## config.mk

```make
export PLATFORM = sky130hd
export DESIGN_NAME = stopwatch_ctrl
export DESIGN_NICKNAME = d
export VERILOG_FILES = /design/src/rtl/stopwatch_pkg.sv /design/src/rtl/bcd_mod_counter.sv /design/src/rtl/stopwatch_ctrl.sv
export SDC_FILE = /design/constraint.sdc
export NUM_CORES = 1
export LEC_CHECK = 0
export BUFFER_PORTS_ARGS = -buffer_cell sky130_fd_sc_hd__buf_2
export CAP_MARGIN = 10
export CORE_MARGIN = 3
export CORE_UTILIZATION = 56
export DETAILED_ROUTE_END_ITERATION = 10
export PLACE_DENSITY = 0.83
export SYNTH_ARGS = -nofsm -noshare
export SYNTH_HDL_FRONTEND = slang
export SYNTH_SLANG_ARGS = --single-unit
```

## constraint.sdc

```tcl
create_clock -name clk_in -period 2.6 [get_ports clk_in]
set_input_delay 0.26 -clock clk_in [delete_from_list [all_inputs] [get_ports clk_in]]
set_output_delay 0.26 -clock clk_in [all_outputs]
set_load 0.05 [all_outputs]
```

## src/rtl/stopwatch_pkg.sv

```systemverilog
// Shared types and constants for the stopwatch mode controller and its BCD counters.
// The optional lap-hold feature in stopwatch_ctrl is enabled with STOPWATCH_LAP_HOLD_EN.
package stopwatch_pkg;

  typedef enum logic [1:0] {
    PAUSE  = 2'd0,
    RUN    = 2'd1,
    ADJUST = 2'd2
  } state_e;

  localparam int BCD_W     = 4;
  localparam int BLANK_MIN = 1;
  localparam int BLANK_SEC = 0;

  // Splits a 0..99 binary value into {tens, ones} BCD digits.
  function automatic logic [2*BCD_W-1:0] to_bcd2(input int value);
    return {BCD_W'(value / 10), BCD_W'(value % 10)};
  endfunction

endpackage

```

## src/rtl/bcd_mod_counter.sv

```systemverilog
// Two-digit BCD counter that wraps to 00 after MAX.
// The wrap flag is high while the count sits at MAX, so the next inc wraps it.
module bcd_mod_counter
  import stopwatch_pkg::*;
#(
  parameter int MAX = 59
) (
  input  logic             clk_in,
  input  logic             rst,
  input  logic             inc,
  input  logic             clr,
  output logic [BCD_W-1:0] tens,
  output logic [BCD_W-1:0] ones,
  output logic             wrap
);

  localparam logic [2*BCD_W-1:0] MAX_BCD = to_bcd2(MAX);

  assign wrap = ({tens, ones} == MAX_BCD);

  // clr has priority over inc; a ones digit of 9 carries into the tens digit.
  always_ff @(posedge clk_in) begin
    if (rst || clr) begin
      tens <= '0;
      ones <= '0;
    end else if (inc) begin
      if (wrap) begin
        tens <= '0;
        ones <= '0;
      end else if (ones == BCD_W'(9)) begin
        ones <= '0;
        tens <= tens + 1'b1;
      end else begin
        ones <= ones + 1'b1;
      end
    end
  end

endmodule

```

## src/rtl/stopwatch_ctrl.sv

```systemverilog
// Stopwatch mode controller: RUN/PAUSE/ADJUST sequencing, MM:SS BCD time keeping and blink mask.
// Define STOPWATCH_LAP_HOLD_EN to freeze the displayed digits on a lap pulse while counting continues.
module stopwatch_ctrl
  import stopwatch_pkg::*;
#(
  parameter int MAX_MIN = 99,
  parameter int MAX_SEC = 59
) (
  input  logic             clk_in,
  input  logic             rst,
  input  logic             tick_1hz,
  input  logic             tick_flash,
  input  logic             pause_p,
  input  logic             clear_p,
  input  logic             adj,
  input  logic             sel,
  input  logic             lap_p,
  output logic             div_1hz_en,
  output logic             div_1hz_rst,
  output logic [BCD_W-1:0] min_tens,
  output logic [BCD_W-1:0] min_ones,
  output logic [BCD_W-1:0] sec_tens,
  output logic [BCD_W-1:0] sec_ones,
  output logic [1:0]       blank
);

  localparam logic [1:0] ST_PAUSE  = PAUSE;
  localparam logic [1:0] ST_RUN    = RUN;
  localparam logic [1:0] ST_ADJUST = ADJUST;

  logic [1:0]       state, state_next;
  logic             flash_phase, flash_next;
  logic [1:0]       blank_next;
  logic             adjusting, running, clr_time, count_tick, adj_step;
  logic             sec_inc, min_inc, sec_wrap, unused_min_wrap;
  logic [BCD_W-1:0] live_mt, live_mo, live_st, live_so;

  // Priority is adj > clear_p > pause_p; a tick arriving with pause_p is still counted.
  always_comb begin
    adjusting  = (state == ST_ADJUST) && adj;
    running    = (state == ST_RUN) && !adj;
    clr_time   = clear_p && !adj && (state != ST_ADJUST);
    count_tick = running && tick_1hz && !clear_p;
    adj_step   = adjusting && tick_flash && flash_phase;
    sec_inc    = count_tick || (adj_step && sel);
    min_inc    = (count_tick && sec_wrap) || (adj_step && !sel);

    state_next = state;
    if (adj)
      state_next = ST_ADJUST;
    else if (state != ST_RUN && state != ST_PAUSE)
      state_next = ST_PAUSE;
    else if (clear_p)
      state_next = state;
    else if (pause_p)
      state_next = (state == ST_RUN) ? ST_PAUSE : ST_RUN;

    flash_next = 1'b0;
    if (adjusting)
      flash_next = flash_phase ^ tick_flash;

    // The field being adjusted blinks; the other field stays lit.
    blank_next = 2'b00;
    if (state_next == ST_ADJUST) begin
      if (sel)
        blank_next[BLANK_SEC] = flash_next;
      else
        blank_next[BLANK_MIN] = flash_next;
    end
  end

  always_ff @(posedge clk_in) begin
    if (rst) begin
      state       <= ST_PAUSE;
      flash_phase <= 1'b0;
      div_1hz_en  <= 1'b0;
      div_1hz_rst <= 1'b1;
      blank       <= 2'b00;
    end else begin
      state       <= state_next;
      flash_phase <= flash_next;
      div_1hz_en  <= (state_next == ST_RUN);
      div_1hz_rst <= clr_time;
      blank       <= blank_next;
    end
  end

  bcd_mod_counter #(.MAX(MAX_SEC)) u_sec (
    .clk_in (clk_in),
    .rst    (rst),
    .inc    (sec_inc),
    .clr    (clr_time),
    .tens   (live_st),
    .ones   (live_so),
    .wrap   (sec_wrap)
  );

  bcd_mod_counter #(.MAX(MAX_MIN)) u_min (
    .clk_in (clk_in),
    .rst    (rst),
    .inc    (min_inc),
    .clr    (clr_time),
    .tens   (live_mt),
    .ones   (live_mo),
    .wrap   (unused_min_wrap)
  );

`ifdef STOPWATCH_LAP_HOLD_EN
  logic                 hold;
  logic [4*BCD_W-1:0]   held;

  // Hold only survives while staying in RUN; the snapshot is the time shown on the lap cycle.
  always_ff @(posedge clk_in) begin
    if (rst) begin
      hold <= 1'b0;
      held <= '0;
    end else if (clr_time || state_next != ST_RUN) begin
      hold <= 1'b0;
    end else if (state == ST_RUN && lap_p) begin
      hold <= !hold;
      if (!hold)
        held <= {live_mt, live_mo, live_st, live_so};
    end
  end

  assign {min_tens, min_ones, sec_tens, sec_ones} =
    hold ? held : {live_mt, live_mo, live_st, live_so};
`else
  logic unused_lap;
  assign unused_lap = lap_p;
  assign {min_tens, min_ones, sec_tens, sec_ones} = {live_mt, live_mo, live_st, live_so};
`endif

endmodule

```

==> metrics.yaml, run 1 <==
synth:
  synth_compound_area_frac: 0.180
  synth-simple-area-share: 0.288
  synth-edff-count: 0
  synth_flop_cell: "dfxtp_1"
  synthMuxAreaShare: 0.0252
  synthesis.area_um2: 1190
  async_reset_ff_frac: 0
  synthAdderAreaFrac: 0.0631
  yosysMostFrequentCell: "dfxtp_1"
  yosys_warnings: 0
  yosys.area.top_type_share: 0.387
  ys_ff_latch: 23
  syn_inst: 132
  syn_area_per_cell_um2: 9.01
  synth.largest_area_cell: "dfxtp_1"
  seq_area_frac_synth: 0.387
  synth_fp_nets: 147
  yosysUniqueCellTypes: 42
  synth_area_leaders: "dfxtp_1 (39%), ha_1 (6.3%), a21oi_1 (3.4%), o21ai_0 (3.4%), and3b_1 (2.9%)"
  synthXorXnorAreaFrac: 0.0221
  yosys-top-cells-count: "dfxtp_1 (23), a21oi_1 (8), nand2_1 (8), o21ai_0 (8)"
  synth_top_family_by_area: "simple AND/OR/NAND/NOR gates"
power:
  power_leakage_nw: 0.570
  p_seq_frac: 0.631
  clockPowerShare: 0.293
  p_per_area_nw_per_um2: 413
  swShare: 0.248
  ir_drop_mv: 0.288
  combPwrFrac: 0.075
  p_switching_uw: 141
  fin_total_pwr_uw: 568
  internal_power_uw: 427
critical_path:
  start_kind: "flip-flop"
  rr_worst_depth: 6
  critPathSlowestCell: "dfxtp_1"
  worstPathMaxFanout: 6
  r2r_start: "u_sec.tens[1]"
  r2r-end: "u_min.tens[0]"
  crit_path_start: "u_sec.tens[1]"
  path_class: "flip-flop to flip-flop"
  crit_end: "u_min.tens[0]"
  crit_chain: "inv_1, ha_1, and3b_1, and4_1, o211ai_1, mux2i_1"
  critPathMaxStageDelay_ns: 0.42
  endpoint_kind: "flip-flop"
  worst-endpoint-required_ns: 2.86
  cp.arrival_ns: 2.08
  reg2reg_slack_ns: 0.78
clock_network:
  h-tree-depth: 1
  post-cts-setup-buffers: 0
  cts_hold_buf: 0
  cts_made_buffers: 3
  clockBufferDepth: 2
  clk_latency_ns: 0.32
  cts_tree: "built"
  clock_sinks: 23
  cts_root_buffer: "clkbuf_4"
  clk_pin_slew_worst_paths_ns: 0.14
  ctsResizeCount: 0
grt:
  grt_pass1_vias: 1045
  grt_remaining_overflow: 0
  grt_start_max_net_pins: 14
  grt_usage: 0.223
  antenna_found_initial: 0
  grt_first_pass_wirelength_um: 4590
min_path:
  hold_path_startpoint: "sel"
  hold_path_class: "input pin to flip-flop"
placed_design:
  pre_cts_ws_ns: 0.811
  port_buffers: 27
  dp.cells: 183
  place_congestion: 0.780
  hpwl_um: 1970
  placed_area_um2: 1350
routing:
  wl_per_cell_um: 13.9
  num_vias: 1093
  vias_per_cell: 5.84
  dr.first_iter.drc_count: 20
  drt-total-wl_um: 2600
  dr.pass1.iters: 4
  drc: 0
  ant_nets: 0
cells_and_area:
  areaGrowthSynthToFinish_pct: 15.6
  antenna_cells: 0
  final_core_util: 0.694
  instances_no_fill: 187
  finalNetCount: 176
  drive_gt1_frac: 0.225
  design_area_um2: 1380
floorplanning:
  dieArea_um2: 2710
  boundaryPins: 29
  core_area_um2: 1980
  num_rows: 16
  start_util: 0.600
  die_width_um: 52.1
  die_h_um: 52.1
status:
  outcome: "finished, final reports clean"
sta:
  slew_headroom: 0.685
  period_needed_ns: 1.82
  final_max_slew_viol_count: 0
  tns_ns: 0
  fin_ws_ns: 0.779
  whs_ns: 0.165
  tightestPinTransition_ns: 0.470
  grt_setup_unrepaired: "no"
  setup_violations: 0
  fin_worst_skew_ns: 0.0156
  final-hold-violation-count: 0
  clock.fmax_mhz: 549
  period_share: 0.700
job:
  max_cap_violations: 0
[sequential cells by signal, indices dropped and copies added, names as in the netlist]
signal and cells:
u_sec.ones 4, flash_phase 1, div_1hz_en 1, u_sec.tens 4, u_min.tens 4, blank 2, state 2, div_1hz_rst 1
u_min.ones 4
[per-layer routing]
| metal | wire length [um] | global-route usage | up-vias |
|---|---|---|---|
| met5 | 0 | 0 | - |
| met4 | 26 | 0.0830 | 0 |
| met3 | 118 | 0.0487 | 4 |
| met2 | 1310 | 0.385 | 25 |
| met1 | 1140 | 0.266 | 519 |
| li1 | - | - | 545 |
[power groups by stage]
stage | combinational, mW | sequential (mW) | clock, mW
2_1_floorplan | 0.0185 | 0.373 | 0
3_3_place_gp | 0.0405 | 0.366 | 0
3_5_place_dp | 0.0422 | 0.367 | 0
4_1_cts | 0.0424 | 0.359 | 0.170
5_1_grt | 0.0467 | 0.359 | 0.186
6_report | 0.0429 | 0.359 | 0.167
[cells in the final DEF, fill, tap and decap left out, types with 2 or more instances in the layout]
cell | synthesis | routed
nor3_1 | 4 | 4
nor3b_1 | 3 | 3
o21ai_0 | 8 | 8
xnor2_1 | 3 | 3
o211ai_1 | 2 | 2
a211o_1 | 2 | 2
nor4_1 | 3 | 3
or4_1 | 2 | 2
and3b_1 | 4 | 4
a21oi_2 | 2 | 2
nand4b_1 | 2 | 2
nand2b_1 | 2 | 2
or3_1 | 4 | 4
dfxtp_1 | 23 | 23
ha_1 | 6 | 6
o31ai_1 | 2 | 2
nor2b_1 | 3 | 3
buf_2 | 3 | 27
a21oi_1 | 8 | 8
inv_1 | 6 | 6
clkbuf_4 | 0 | 3
mux2i_1 | 3 | 3
nor2_1 | 6 | 6
nand3_1 | 5 | 5
nand2_1 | 8 | 8
[cells by family after synthesis]
logic type / count (synthesis)
simple gates: 56
fa+ha+maj: 6
buf+inv: 10
compound gates: 31
xor+xnor: 3
flops: 23
mux: 3
[how the worst min path moves through the flow]
stage,endpoint,slack (ns),cells past startpoint
6_report,blank[1],0.16,2
5_1_grt,blank[1],0.18,2
4_1_cts,blank[1],0.16,2
3_5_place_dp,blank[1],0.49,2
3_3_place_gp,u_min.tens[3],0.48,2
2_1_floorplan,state[1],0.33,1
[critical path, delay by kind of cell, from the launching register on]
family / cells / cell delay [ns]
simple gates: 2 / 0.51
flops: 1 / 0.42
compound gates: 1 / 0.38
fa+ha+maj: 1 / 0.18
buf+inv: 1 / 0.07
mux: 1 / 0.23
[final cells by class]
| class | count | area [um2] |
|---|---|---|
| fill | 163 | 607 |
| tap | 27 | 33.8 |
| clock buffer | 3 | 22.5 |
| inverter | 6 | 22.5 |
| multi-input combinational | 99 | 688 |
| sequential | 23 | 460 |
| timing repair buffer | 28 | 143 |
| clock inverter | 1 | 5.00 |
No activity file was read; power rests on OpenSTA's default activity.
==> run 2: changes to the inputs <==
Settings changed: CORE_UTILIZATION 56 to 52, PLACE_DENSITY 0.83 to 0.78.
Clock period 2.6 ns to 1.7 ns, I/O delays scaled along.
==> metrics.yaml, run 2 (synthesis gave the netlist of run 1 again) <==
routing:
  ant_nets: 0
  drc: 0
  wl_per_cell_um: 13.9
  met3WireLength_um: 140
  dr.first_iter.drc_count: 10
  met1Wirelength_um: 1230
  num_vias: 1135
  wl_met2_um: 1320
  dr.pass1.iters: 4
  top_layer: "met4"
  drt-total-wl_um: 2750
  vias_per_cell: 5.76
cells_and_area:
  nFillCells: 166
  drive_gt1_frac: 0.359
  areaGrowthSynthToFinish_pct: 24.9
  mostFrequentLayoutCell: "buf_2"
  antenna_cells: 0
  finalNetCount: 186
  design_area_um2: 1490
  most-common-layout-cells: "buf_2 (27), dfxtp_1 (14), buf_4 (10)"
placed_design:
  port_buffers: 27
  place_congestion: 0.779
  hpwl_um: 2010
  placed_area_um2: 1430
grt:
  grt_usage: 0.212
  grt_start_max_net_pins: 13
  grt_first_pass_wirelength_um: 4440
  grt_pass1_vias: 1035
  antenna_found_initial: 0
  grt_remaining_overflow: 0
power:
  p_switching_uw: 222
  p_per_area_nw_per_um2: 593
  swShare: 0.252
  power_leakage_nw: 0.625
  combPwrFrac: 0.080
  fin_total_pwr_uw: 881
  internal_power_uw: 659
  clockPowerShare: 0.301
  p_seq_frac: 0.619
  ir_drop_mv: 0.454
clock_network:
  cts_made_buffers: 3
  h-tree-depth: 1
  cts_root_buffer: "clkbuf_4"
  clk_latency_ns: 0.32
  clk_pin_slew_worst_paths_ns: 0.13
  cts_hold_buf: 0
  clock_sinks: 23
  clockBufferDepth: 2
  cts_tree: "built"
sta:
  period_share: 0.981
  final-hold-violation-count: 0
  period_needed_ns: 1.67
  slew_headroom: 0.704
  fin_worst_skew_ns: 0.00237
  final_max_slew_viol_count: 0
  setup_violations: 0
  tightestPinTransition_ns: 0.439
  clock.fmax_mhz: 600
critical_path:
  cp.arrival_ns: 1.93
  r2r_start: "state[0]"
  critPathMaxStageDelay_ns: 0.53
  endpoint_kind: "flip-flop"
  crit_path_start: "state[0]"
  path_class: "flip-flop to flip-flop"
  start_kind: "flip-flop"
  rr_worst_depth: 5
  critPathSlowestCell: "or4_4"
  worst-endpoint-required_ns: 1.96
  worstPathMaxFanout: 11
  crit_chain: "nand3b_2, buf_4, o2bb2a_4, or4_4, a21oi_1"
floorplanning:
  core_area_um2: 2060
  die_width_um: 53.8
  start_util: 0.577
  die_h_um: 53.8
  dieArea_um2: 2900
  num_rows: 16
  boundaryPins: 29
min_path:
  holdPathStages: 2
  hold_path_class: "input pin to flip-flop"
  hold_path_startpoint: "sel"
job:
  max_cap_violations: 0
status:
  outcome: "finished, final reports clean"
run 2: final cells by class:
cell class | instances | area [um2] | share of cell area
Clock buffer | 4 | 26.3 | 0.0177
Inverter | 6 | 22.5 | 0.0152
Multi-Input combinational cell | 99 | 706 | 0.475
Sequential cell | 23 | 477 | 0.321
Tap cell | 27 | 33.8 | 0.0227
Timing Repair Buffer | 38 | 221 | 0.149
run 2: timing repair:
action / CTS / global route
pin swaps: 1 / 5
endpoints found under the setup margin: 1 / 7
buffers inserted: 0 / 1
resized for setup: 1 / 9
run 2: worst paths after layout:
check / end / slack, ns
worst max register to register: u_sec.tens[1] / 0.03
worst min-delay path: blank[1] / 0.05
worst min register to register: state[0] / 0.49
worst max-delay path: u_sec.tens[1] / 0.03
run 2: stage by stage:
| stage | setup slack [ns] | util | hold WS, ns | setup TNS (ns) | cells |
|---|---|---|---|---|---|
| global placement | 0.0568 | 0.693 | 0.396 | 0 | 192 |
| finish | 0.0327 | 0.721 | 0.0537 | 0 | 197 |
| CTS | 0.0134 | 0.706 | 0.0412 | 0 | 196 |
| global route | -0.0129 | 0.721 | 0.0436 | -0.0194 | 197 |
| floorplan | 0.00244 | - | 0.242 | 0 | 132 |
| detailed placement | 0.00640 | 0.693 | 0.394 | 0 | 192 |
run 2: power groups by stage:
stage               Clock (mW)  Sequential (mW)  Combinational [mW]
finish                   0.265            0.545              0.0708
global route             0.292            0.546              0.0760
CTS                      0.269            0.545              0.0704
detailed placement           0            0.557              0.0702
global placement             0            0.557              0.0675
floorplan                    0            0.568              0.0282
run 2: routing by layer:
layer,global-route usage,up-vias
met1,0.260,531
met5,0,-
li1,-,566
met4,0.102,0
met3,0.0360,5
met2,0.355,33
run 2: critical path, delay by kind of cell, from the launching register on:
| family | cells | cell delay (ns) |
|---|---|---|
| buffers and inverters | 1 | 0.17 |
| flip-flops | 1 | 0.34 |
| AO/OA/AOI/OAI | 2 | 0.36 |
| AND/OR/NAND/NOR | 2 | 0.74 |
==> run 3: changes to the inputs <==
Settings changed: CORE_UTILIZATION 52 to 56, CTS_CLUSTER_DIAMETER set to 40, PLACE_DENSITY 0.78 to 0.83.
Clock period 1.7 ns to 2.1 ns, I/O delays scaled along.
==> metrics.yaml, run 3 (synthesis gave the netlist of run 1 again) <==
grt:
  antenna_found_initial: 0
  grt_usage: 0.221
  grt_start_max_net_pins: 14
  grt_first_pass_wirelength_um: 4620
  grt_remaining_overflow: 0
  grt_pass1_vias: 1067
clock_network:
  cts_hold_buf: 0
  clk_pin_slew_worst_paths_ns: 0.12
  ctsResizeCount: 0
  clockBufferDepth: 2
  post-cts-setup-buffers: 0
  clk_latency_ns: 0.31
  cts_tree: "built"
  clock_sinks: 23
  h-tree-depth: 1
  cts_made_buffers: 3
  cts_root_buffer: "clkbuf_4"
floorplanning:
  num_rows: 16
  die_h_um: 52.1
  die_width_um: 52.1
  core_area_um2: 1980
  start_util: 0.600
  boundaryPins: 29
  dieArea_um2: 2710
placed_design:
  dp.cells: 184
  placed_area_um2: 1360
  hpwl_um: 2050
  port_buffers: 27
  place_congestion: 0.764
cells_and_area:
  seq_area_um2: 460
  design_area_um2: 1380
  finalNetCount: 177
  drive_gt1_frac: 0.230
  instances_no_fill: 188
  most-common-layout-cells: "buf_2 (27), dfxtp_1 (23), o21ai_0 (8), a21oi_1 (8), nand2_1 (8)"
  nFillCells: 178
  antenna_cells: 0
  multi_input_area_um2: 688
  mostFrequentLayoutCell: "buf_2"
  areaGrowthSynthToFinish_pct: 16.2
status:
  outcome: "finished, final reports clean"
power:
  fin_total_pwr_uw: 698
  p_per_area_nw_per_um2: 505
  ir_drop_mv: 0.447
  power_leakage_nw: 0.576
routing:
  vias_per_cell: 5.88
  ant_nets: 0
  dr.pass1.iters: 4
  wl_per_cell_um: 14.3
  num_vias: 1105
  drc: 0
  dr.first_iter.drc_count: 20
  drt-total-wl_um: 2680
sta:
  fin_worst_skew_ns: 0.00515
  slew_headroom: 0.654
  final_max_slew_viol_count: 0
  setup_violations: 0
  final-hold-violation-count: 0
  clock.fmax_mhz: 554
  tns_ns: 0
  period_needed_ns: 1.80
  period_share: 0.859
  tightestPinTransition_ns: 0.513
  grt_setup_unrepaired: "no"
critical_path:
  worst-endpoint-required_ns: 2.35
  worstPathMaxFanout: 6
  path_class: "flip-flop to flip-flop"
  cp.arrival_ns: 2.06
  endpoint_kind: "flip-flop"
  start_kind: "flip-flop"
min_path:
  hold_path_class: "input pin to flip-flop"
job:
  max_cap_violations: 0
[run 3: cell types whose count changed in the layout (fill, tap and decap cells not counted), moves of 2 or more]
cell | previous run | this run
and3b_1 | 2 | 4
and3b_2 | 2 | 0
buf_4 | 10 | 2
dfxtp_1 | 14 | 23
dfxtp_2 | 7 | 0
dfxtp_4 | 2 | 0
ha_1 | 4 | 6
ha_2 | 2 | 0
[run 3: worst paths after layout]
check	to	start	depth (start not counted)	slack, ns
worst min register to register	u_min.tens[1]	u_min.tens[1]	2	0.52
worst max-delay path	u_min.tens[0]	u_sec.tens[1]	6	0.30
worst min-delay path	blank[1]	sel	2	0.11
worst max register to register	u_min.tens[0]	u_sec.tens[1]	6	0.30
[run 3: through the flow]
stage,utilization,hold WS [ns],setup slack (ns)
floorplan,-,0.282,0.174
finish,0.698,0.113,0.296
global placement,0.684,0.430,0.367
CTS,0.698,0.0963,0.290
detailed placement,0.684,0.440,0.318
global route,0.698,0.108,0.144
[run 3: layer usage]
layer | share of wire | routed length (um) | global-route usage | vias up
met5 | 0 | 0 | 0 | -
met4 | 0.018 | 48 | 0.0655 | 0
met3 | 0.040 | 108 | 0.0258 | 4
met2 | 0.51 | 1380 | 0.404 | 25
met1 | 0.43 | 1150 | 0.266 | 527
li1 | - | - | - | 549
[run 3: cell type report]
type                            count  area share
Multi-Input combinational cell     99       0.498
Sequential cell                    23       0.333
Timing Repair Buffer               29       0.109
Tap cell                           27      0.0244
Clock buffer                        3      0.0163
Inverter                            6      0.0163
Clock inverter                      1     0.00362
[run 3: critical path, cell delays in order, from the launching register on]
cell and delay, ns:
dfxtp_1 0.41, inv_1 0.06, ha_1 0.18, and3b_1 0.24
and4_1 0.26, o211ai_1 0.36, mux2i_1 0.23
[run 3: report_power, final]
| part | internal [mW] | switching [mW] |
|---|---|---|
| sequential | 0.441 | 0.00315 |
| clock | 0.0712 | 0.130 |
| combinational | 0.0172 | 0.0358 |
| total | 0.529 | 0.169 |
